### src/rtl/hm01b0_pkg.sv
// Shared types for the HM01B0 parallel-bus capture block.
// Pixel entry layout, FSM encoding and geometry defaults.
package hm01b0_pkg;

    localparam int WIDTH_DEF  = 320;
    localparam int HEIGHT_DEF = 240;
    localparam int X_W        = 9;
    localparam int Y_W        = 8;

    typedef enum logic [1:0] {
        S_SYNC   = 2'd0,
        S_VBLANK = 2'd1,
        S_FRAME  = 2'd2
    } state_t;

    typedef struct packed {
        logic           sof;
        logic [Y_W-1:0] y;
        logic [X_W-1:0] x;
        logic [7:0]     data;
    } pix_t;

    localparam int PIX_W = $bits(pix_t);

endpackage

### src/rtl/hm01b0_pix_fifo.sv
// Small synchronous FIFO for captured pixel entries.
// A push into a full FIFO is accepted only when a pop happens in the same cycle.
module hm01b0_pix_fifo #(
    parameter int DEPTH = 4,
    parameter int W     = 25
) (
    input  logic         clock,
    input  logic         nreset,
    input  logic         push,
    input  logic [W-1:0] din,
    input  logic         pop,
    output logic [W-1:0] dout,
    output logic         full,
    output logic         empty
);

    localparam int AW = (DEPTH > 1) ? $clog2(DEPTH) : 1;

    logic [W-1:0]  mem [DEPTH];
    logic [AW-1:0] wr_ptr;
    logic [AW-1:0] rd_ptr;
    logic [AW:0]   count;
    logic          do_push;
    logic          do_pop;

    assign full    = (count == (AW+1)'(DEPTH));
    assign empty   = (count == '0);
    assign do_pop  = pop & ~empty;
    assign do_push = push & (~full | do_pop);
    assign dout    = mem[rd_ptr];

    always_ff @(posedge clock or negedge nreset) begin
        if (!nreset) begin
            wr_ptr <= '0;
            rd_ptr <= '0;
            count  <= '0;
        end else begin
            if (do_push) wr_ptr <= wr_ptr + AW'(1);
            if (do_pop)  rd_ptr <= rd_ptr + AW'(1);
            unique case ({do_push, do_pop})
                2'b10:   count <= count + (AW+1)'(1);
                2'b01:   count <= count - (AW+1)'(1);
                default: count <= count;
            endcase
        end
    end

    always_ff @(posedge clock) begin
        if (do_push) mem[wr_ptr] <= din;
    end

endmodule

### src/rtl/hm01b0_capture.sv
// HM01B0 parallel camera receiver: oversampled pclk, x/y tagging,
// frame integrity flags and a buffered valid/ready pixel stream.
module hm01b0_capture
    import hm01b0_pkg::*;
#(
    parameter int WIDTH       = WIDTH_DEF,
    parameter int HEIGHT      = HEIGHT_DEF,
    parameter int FIFO_DEPTH  = 4,
    parameter int SYNC_STAGES = 2
) (
    input  logic           clock,
    input  logic           nreset,
    input  logic           cam_pclk,
    input  logic [7:0]     cam_data,
    input  logic           cam_vsync,
    input  logic           cam_hsync,
    output logic [7:0]     pix_data,
    output logic [X_W-1:0] pix_x,
    output logic [Y_W-1:0] pix_y,
    output logic           pix_sof,
    output logic           pix_valid,
    input  logic           pix_ready,
    output logic           frame_start,
    output logic           frame_done,
    output logic           frame_ok,
    output logic           overflow
);

    localparam int IN_W = 11;
    localparam logic [X_W-1:0] X_MAX = X_W'(WIDTH);
    localparam logic [Y_W-1:0] Y_MAX = Y_W'(HEIGHT);

    logic [SYNC_STAGES-1:0][IN_W-1:0] sync_q;
    logic [IN_W-1:0]  sync_last;
    logic [SYNC_STAGES:0] prime;
    logic             primed;
    logic             pclk_s, vsync_s, hsync_s;
    logic [7:0]       data_s;
    logic             pclk_d, vsync_d, hsync_d;
    logic             pclk_rise, vsync_rise, vsync_fall, hsync_fall;

    state_t           state, state_n;
    logic             start, done, push_req, px_err, line_end;
    logic             drop, short_line, ok_n, err;
    logic [X_W-1:0]   x, x_inc;
    logic [Y_W-1:0]   y, y_inc, y_end;

    pix_t             entry, fifo_dout, last_q, shown;
    logic             fifo_full, fifo_empty, pop;

    assign sync_last = sync_q[SYNC_STAGES-1];
    assign pclk_s    = sync_last[10];
    assign vsync_s   = sync_last[9];
    assign hsync_s   = sync_last[8];
    assign data_s    = sync_last[7:0];
    assign primed    = prime[SYNC_STAGES];

    // The priming chain keeps the FSM from trusting reset zeros in the synchronizers.
    always_ff @(posedge clock or negedge nreset) begin
        if (!nreset) begin
            sync_q  <= '0;
            pclk_d  <= 1'b0;
            vsync_d <= 1'b0;
            hsync_d <= 1'b0;
            prime   <= '0;
        end else begin
            sync_q[0] <= {cam_pclk, cam_vsync, cam_hsync, cam_data};
            for (int i = 1; i < SYNC_STAGES; i++) sync_q[i] <= sync_q[i-1];
            pclk_d  <= pclk_s;
            vsync_d <= vsync_s;
            hsync_d <= hsync_s;
            prime   <= {prime[SYNC_STAGES-1:0], 1'b1};
        end
    end

    assign pclk_rise  = pclk_s & ~pclk_d;
    assign vsync_rise = vsync_s & ~vsync_d;
    assign vsync_fall = ~vsync_s & vsync_d;
    assign hsync_fall = ~hsync_s & hsync_d;

    always_comb begin
        state_n  = state;
        start    = 1'b0;
        done     = 1'b0;
        push_req = 1'b0;
        px_err   = 1'b0;
        line_end = 1'b0;
        unique case (state)
            S_SYNC: begin
                if (primed && !vsync_s) state_n = S_VBLANK;
            end
            S_VBLANK: begin
                if (vsync_rise) begin
                    start   = 1'b1;
                    state_n = S_FRAME;
                end
            end
            S_FRAME: begin
                if (pclk_rise && hsync_s) begin
                    if (x < X_MAX && y < Y_MAX) push_req = 1'b1;
                    else                        px_err   = 1'b1;
                end
                line_end = hsync_fall;
                if (vsync_fall) begin
                    done    = 1'b1;
                    state_n = S_VBLANK;
                end
            end
            default: state_n = S_SYNC;
        endcase
    end

    assign x_inc      = (x == '1) ? x : x + X_W'(1);
    assign y_inc      = (y == '1) ? y : y + Y_W'(1);
    assign y_end      = line_end ? y_inc : y;
    assign pop        = pix_valid & pix_ready;
    assign drop       = push_req & fifo_full & ~pop;
    assign short_line = line_end & (x < X_MAX);
    // A line closing in the same cycle as the frame is counted before judging it.
    assign ok_n = ~(err | px_err | short_line | drop | overflow | hsync_s)
                & (y_end == Y_MAX);

    always_ff @(posedge clock or negedge nreset) begin
        if (!nreset) state <= S_SYNC;
        else         state <= state_n;
    end

    always_ff @(posedge clock or negedge nreset) begin
        if (!nreset) begin
            x           <= '0;
            y           <= '0;
            err         <= 1'b0;
            overflow    <= 1'b0;
            frame_start <= 1'b0;
            frame_done  <= 1'b0;
            frame_ok    <= 1'b0;
        end else begin
            frame_start <= start;
            frame_done  <= done;
            if (start) begin
                x        <= '0;
                y        <= '0;
                err      <= 1'b0;
                overflow <= 1'b0;
                frame_ok <= 1'b0;
            end else begin
                if (line_end) begin
                    x <= '0;
                    y <= y_inc;
                end else if (push_req || px_err) begin
                    x <= x_inc;
                end
                err <= err | px_err | short_line | drop;
                if (drop) overflow <= 1'b1;
                if (done) frame_ok <= ok_n;
            end
        end
    end

    assign entry = '{sof: (x == '0 && y == '0), y: y, x: x, data: data_s};

    hm01b0_pix_fifo #(
        .DEPTH (FIFO_DEPTH),
        .W     (PIX_W)
    ) u_fifo (
        .clock (clock),
        .nreset(nreset),
        .push  (push_req),
        .din   (entry),
        .pop   (pop),
        .dout  (fifo_dout),
        .full  (fifo_full),
        .empty (fifo_empty)
    );

    // Last popped entry is held on the outputs while the FIFO is empty.
    always_ff @(posedge clock or negedge nreset) begin
        if (!nreset)  last_q <= '0;
        else if (pop) last_q <= fifo_dout;
    end

    assign shown     = fifo_empty ? last_q : fifo_dout;
    assign pix_valid = ~fifo_empty;
    assign pix_data  = shown.data;
    assign pix_x     = shown.x;
    assign pix_y     = shown.y;
    assign pix_sof   = shown.sof;

endmodule

### config.mk
export PLATFORM = sky130hd
export DESIGN_NAME = hm01b0_capture
export DESIGN_NICKNAME = d
export VERILOG_FILES = /design/src/rtl/hm01b0_pkg.sv /design/src/rtl/hm01b0_pix_fifo.sv /design/src/rtl/hm01b0_capture.sv
export SDC_FILE = /design/constraint.sdc
export NUM_CORES = 1
export LEC_CHECK = 0
export CAP_MARGIN = 20
export CORE_MARGIN = 5
export CORE_UTILIZATION = 30
export DETAILED_ROUTE_END_ITERATION = 12
export SLEW_MARGIN = 25
export SYNTH_ARGS = -nofsm -noshare
export SYNTH_HDL_FRONTEND = slang
export SYNTH_HIERARCHICAL = 1
export SYNTH_SLANG_ARGS = --single-unit
### constraint.sdc
create_clock -name clock -period 4.4 [get_ports clock]
set_clock_uncertainty 0.2 [all_clocks]
set_input_delay 0.88 -clock clock [delete_from_list [all_inputs] [get_ports clock]]
set_output_delay 0.88 -clock clock [all_outputs]
set_load 0.1 [all_outputs]
==> flow_metrics.env <==
export IMPL_worstHoldStart="sync_q[7]$_DFF_PN0_"
export IMPL_run_status="completed"
export IMPL_clock_sinks=189
export IMPL_critPathMostFrequentCell="sky130_fd_sc_hd__buf_4"
export IMPL_die_height_microns=169.3
export IMPL_hold_path_endpoint="sync_last[7]$_DFF_PN0_"
export IMPL_critical_path_slowest_cell="sky130_fd_sc_hd__dfrtp_2"
export IMPL_first_global_vias=4195
export IMPL_synth_adder_area_share_pct=1.742
export IMPL_globalplace_congestion=0.7756
export IMPL_detail_route_vias_per_cell=4.670
export IMPL_post_route_period_util_pct=82.84
export IMPL_detail_route_first_pass_iterations=4
export IMPL_htree_num_levels=4
export IMPL_synth_async_reset_ratio_pct=44.97
export IMPL_cts_inserted_buffers=17
export IMPL_timing_final_setup_violations=0
export IMPL_cp_data_required_time_ns=3.32
export IMPL_first_pass_grt_wire_length_microns=22950
export IMPL_most_frequent_standard_cell_in_the_layout_excluding_fill_and_tap_cells="sky130_fd_sc_hd__edfxtp_1"
export IMPL_portBuffers=44
export IMPL_yosysUniqueCellTypes=57
export IMPL_post_route_worst_hold_slack_ns=0.1477
export IMPL_crit_path_max_fanout=17
export IMPL_postSynthAreaPerCell_sq_um=16.96
export IMPL_num_rows=58
export IMPL_final_max_slew_violation_count=0
export IMPL_maxClockFrequency_ghz=0.2744
export IMPL_postSynthCellCount=449
export IMPL_syn2layout_area_growth_pct=16.99
export IMPL_reg2regPathDepth=10
export IMPL_clkLatencyLatePin_ns=0.41
export IMPL_dpl_hpwl_microns=8926
export IMPL_syn_cell_area_sq_um=7614
export IMPL_clock_path_buffers=2
export IMPL_highest_layer="met4"
export IMPL_crit_path_start_kind="flip-flop"
export IMPL_synth_main_ff_cell="sky130_fd_sc_hd__edfxtp_1"
export IMPL_hold_buffers=0
export IMPL_finish_instance_area_sq_um=8907
export IMPL_crit_chain="buf_4, mux4_2, mux2_2, buf_4"
export IMPL_met1_length_microns=6071
export IMPL_setup_repair_after_global_routing_missed_its_margin="false"
export IMPL_hold_viol_final=0
export IMPL_antenna_diode_count=0
export IMPL_placeableCoreArea_sq_um=25110
export IMPL_min_path_cells=0
export IMPL_setup_reg_to_reg_worst_slack_ns=1.27
export IMPL_grt_usage_pct=10.19
export IMPL_synth_top_family_by_area="multiplexers"
export IMPL_syn_nets=473
export IMPL_layout_common_cells="sky130_fd_sc_hd__edfxtp_1, sky130_fd_sc_hd__dfrtp_1, sky130_fd_sc_hd__mux2_2"
export IMPL_maximum_number_of_pins_on_one_net_before_global_route_repair=73
export IMPL_io_pins=45
export IMPL_clock_tree_from_tritoncts="done"
export IMPL_gr_total_overflow=0
export IMPL_n_fill_cell=2417
export IMPL_route_met3_wl_microns=506
export IMPL_dr_iter_0_viols=254
export IMPL_antenna_found_initial=0
export IMPL_synth_simple_area_share_pct=7.116
export IMPL_synthesized_flop_and_latch_total=189
export IMPL_crit_path_max_incr_delay_ns=0.62
export IMPL_wirelength_microns=13990
export IMPL_worst_ep_arrival_time_ns=2.56
export IMPL_area_of_the_die_sq_um=28660
export IMPL_ant_nets=0
export IMPL_drc=0
export IMPL_critical_path_reg2reg_endpoint="u_fifo/count[2]$_DFFE_PN0P_"
export IMPL_synthMuxAreaShare_pct=15.79
export IMPL_setup_worst_path_end_class="primary output"
export IMPL_regToRegStartpoint="u_fifo/count[1]$_DFFE_PN0P_"
export IMPL_critical_path_class="flip-flop to primary output"
export IMPL_width_of_the_die_microns=169.3
export IMPL_floorplan_initialDensity_pct=30.32
export IMPL_wire_per_inst_microns=16.53
export IMPL_totalNegativeSetupSlack_ns=0
export IMPL_min_path_type="flip-flop to flip-flop"
export IMPL_cts_reportedPaths_clkPinSlew_ns=0.07
export IMPL_finish_net_count=527
export IMPL_cts_resized_gates=0
export IMPL_setup_ws_ns=0.7550
export IMPL_synth_yosys_seq_area_share_pct=68.96
export IMPL_slew_headroom_pct=33.00
export IMPL_dr_total_vias=3951
export IMPL_tightestPinTransition_ns=1.002
export IMPL_share_of_the_synthesized_area_in_compound_gates_ao_oa_aoi_oai_pct=2.925
export IMPL_clk_root_buffer_cell="sky130_fd_sc_hd__clkbuf_16"
export IMPL_dpl_cell_area_sq_um=8383
export IMPL_synth_xor_xnor_area_share_pct=1.495
export IMPL_period_minus_slack_ns=3.645
export IMPL_cap_viol_max_count=0
export IMPL_pre_cts_ws_ns=0.9482
export IMPL_yosysWarnings=6
export IMPL_wl_met2_microns=7258
export IMPL_synth_enable_flop_cells=104
export IMPL_final_layout_size_suffix_gt1_share_pct=30.43
export IMPL_post_cts_repair_setup_buffers=0
[worst max-delay path, delay by kind of cell (launching register included)]
kind	cells	cell delay, ns
DFF	1	0.62
buffers and inverters	2	0.65
muxes	2	0.86
[kinds of logic after synthesis]
kind of cell / after synthesis
mux: 81
flops: 189
simple gates: 91
other cells: 1
xor+xnor: 13
compound gates: 31
buf+inv: 33
fa+ha+maj: 10
[final cells by class]
type                       count  area (sq um)  share of cell area (%)
sequential                   189          5251                   58.95
clock buffer                  24         461.7                   5.183
tap                          330         412.9                   4.635
clock inverter                 8         58.81                  0.6602
multi-input combinational    227          2222                   24.95
timing repair buffer          53         444.2                   4.987
inverter                      15         56.30                  0.6321
[metrics by stage]
step,utilization (%),instances
4_1_cts,35.46,846
3_5_place_dp,33.39,814
5_1_grt,35.47,846
2_1_floorplan,-,449
6_report,35.47,846
3_3_place_gp,33.39,814
[layer usage]
| metal | vias up | global-route usage [%] |
|---|---|---|
| li1 | 1814 | - |
| met1 | 2030 | 12.83 |
| met2 | 93 | 17.49 |
| met3 | 14 | 2.586 |
| met4 | 0 | 2.905 |
| met5 | - | 0 |
[flip-flops by register name, summed over array words and instances, names as in the netlist]
signal,flops
sync_q,11
vsync_d,1
state,2
sync_last,11
x,9
frame_ok,1
u_fifo/mem,104
prime,3
hsync_d,1
frame_done,1
pclk_d,1
last_q,26
u_fifo/wr_ptr,2
y,8
u_fifo/count,3
u_fifo/rd_ptr,2
frame_start,1
err,1
overflow,1
[how the worst max path moves through the flow]
stage,from,endpoint,slack [ns],cells past startpoint
floorplan,u_fifo/count[0]$_DFFE_PN0P_,u_fifo/mem[0][0]$_DFFE_PP_,1.26,9
global placement,pix_ready,u_fifo/count[2]$_DFFE_PN0P_,1.07,9
detailed placement,pix_ready,u_fifo/count[2]$_DFFE_PN0P_,0.95,9
CTS,u_fifo/rd_ptr[0]$_DFFE_PN0N_,pix_x[2],0.66,4
global route,u_fifo/rd_ptr[0]$_DFFE_PN0N_,pix_x[1],0.57,4
finish,u_fifo/rd_ptr[0]$_DFFE_PN0N_,pix_x[2],0.76,4
[Yosys cell counts (all sizes together) (2+ instances only)]
cell       n  share of area (%)
nand4      8               0.66
edfxtp   104                 41
xor2       9                1.0
a21oi      4               0.26
nor2      18               0.92
a31oi      3               0.25
ha         9                1.5
nor3       7               0.46
a211oi     2               0.20
nand4bb    2               0.36
nor4       7               0.74
mux2i      2               0.26
nand3     10               0.66
nor2b      3               0.28
nand2b     4               0.36
o2111ai    3               0.35
mux4      26                7.7
dfrtp     85                 28
and2       4               0.33
clkbuf     8               0.39
xnor2      4               0.46
inv       15               0.74
and3       5               0.41
or3        2               0.23
o21ai      9               0.59
mux2      53                7.8
buf       10               0.79
nand2     14               0.69
Power is not shown: default switching activity piles up to over one toggle a cycle in this logic, so the estimate is an artifact.
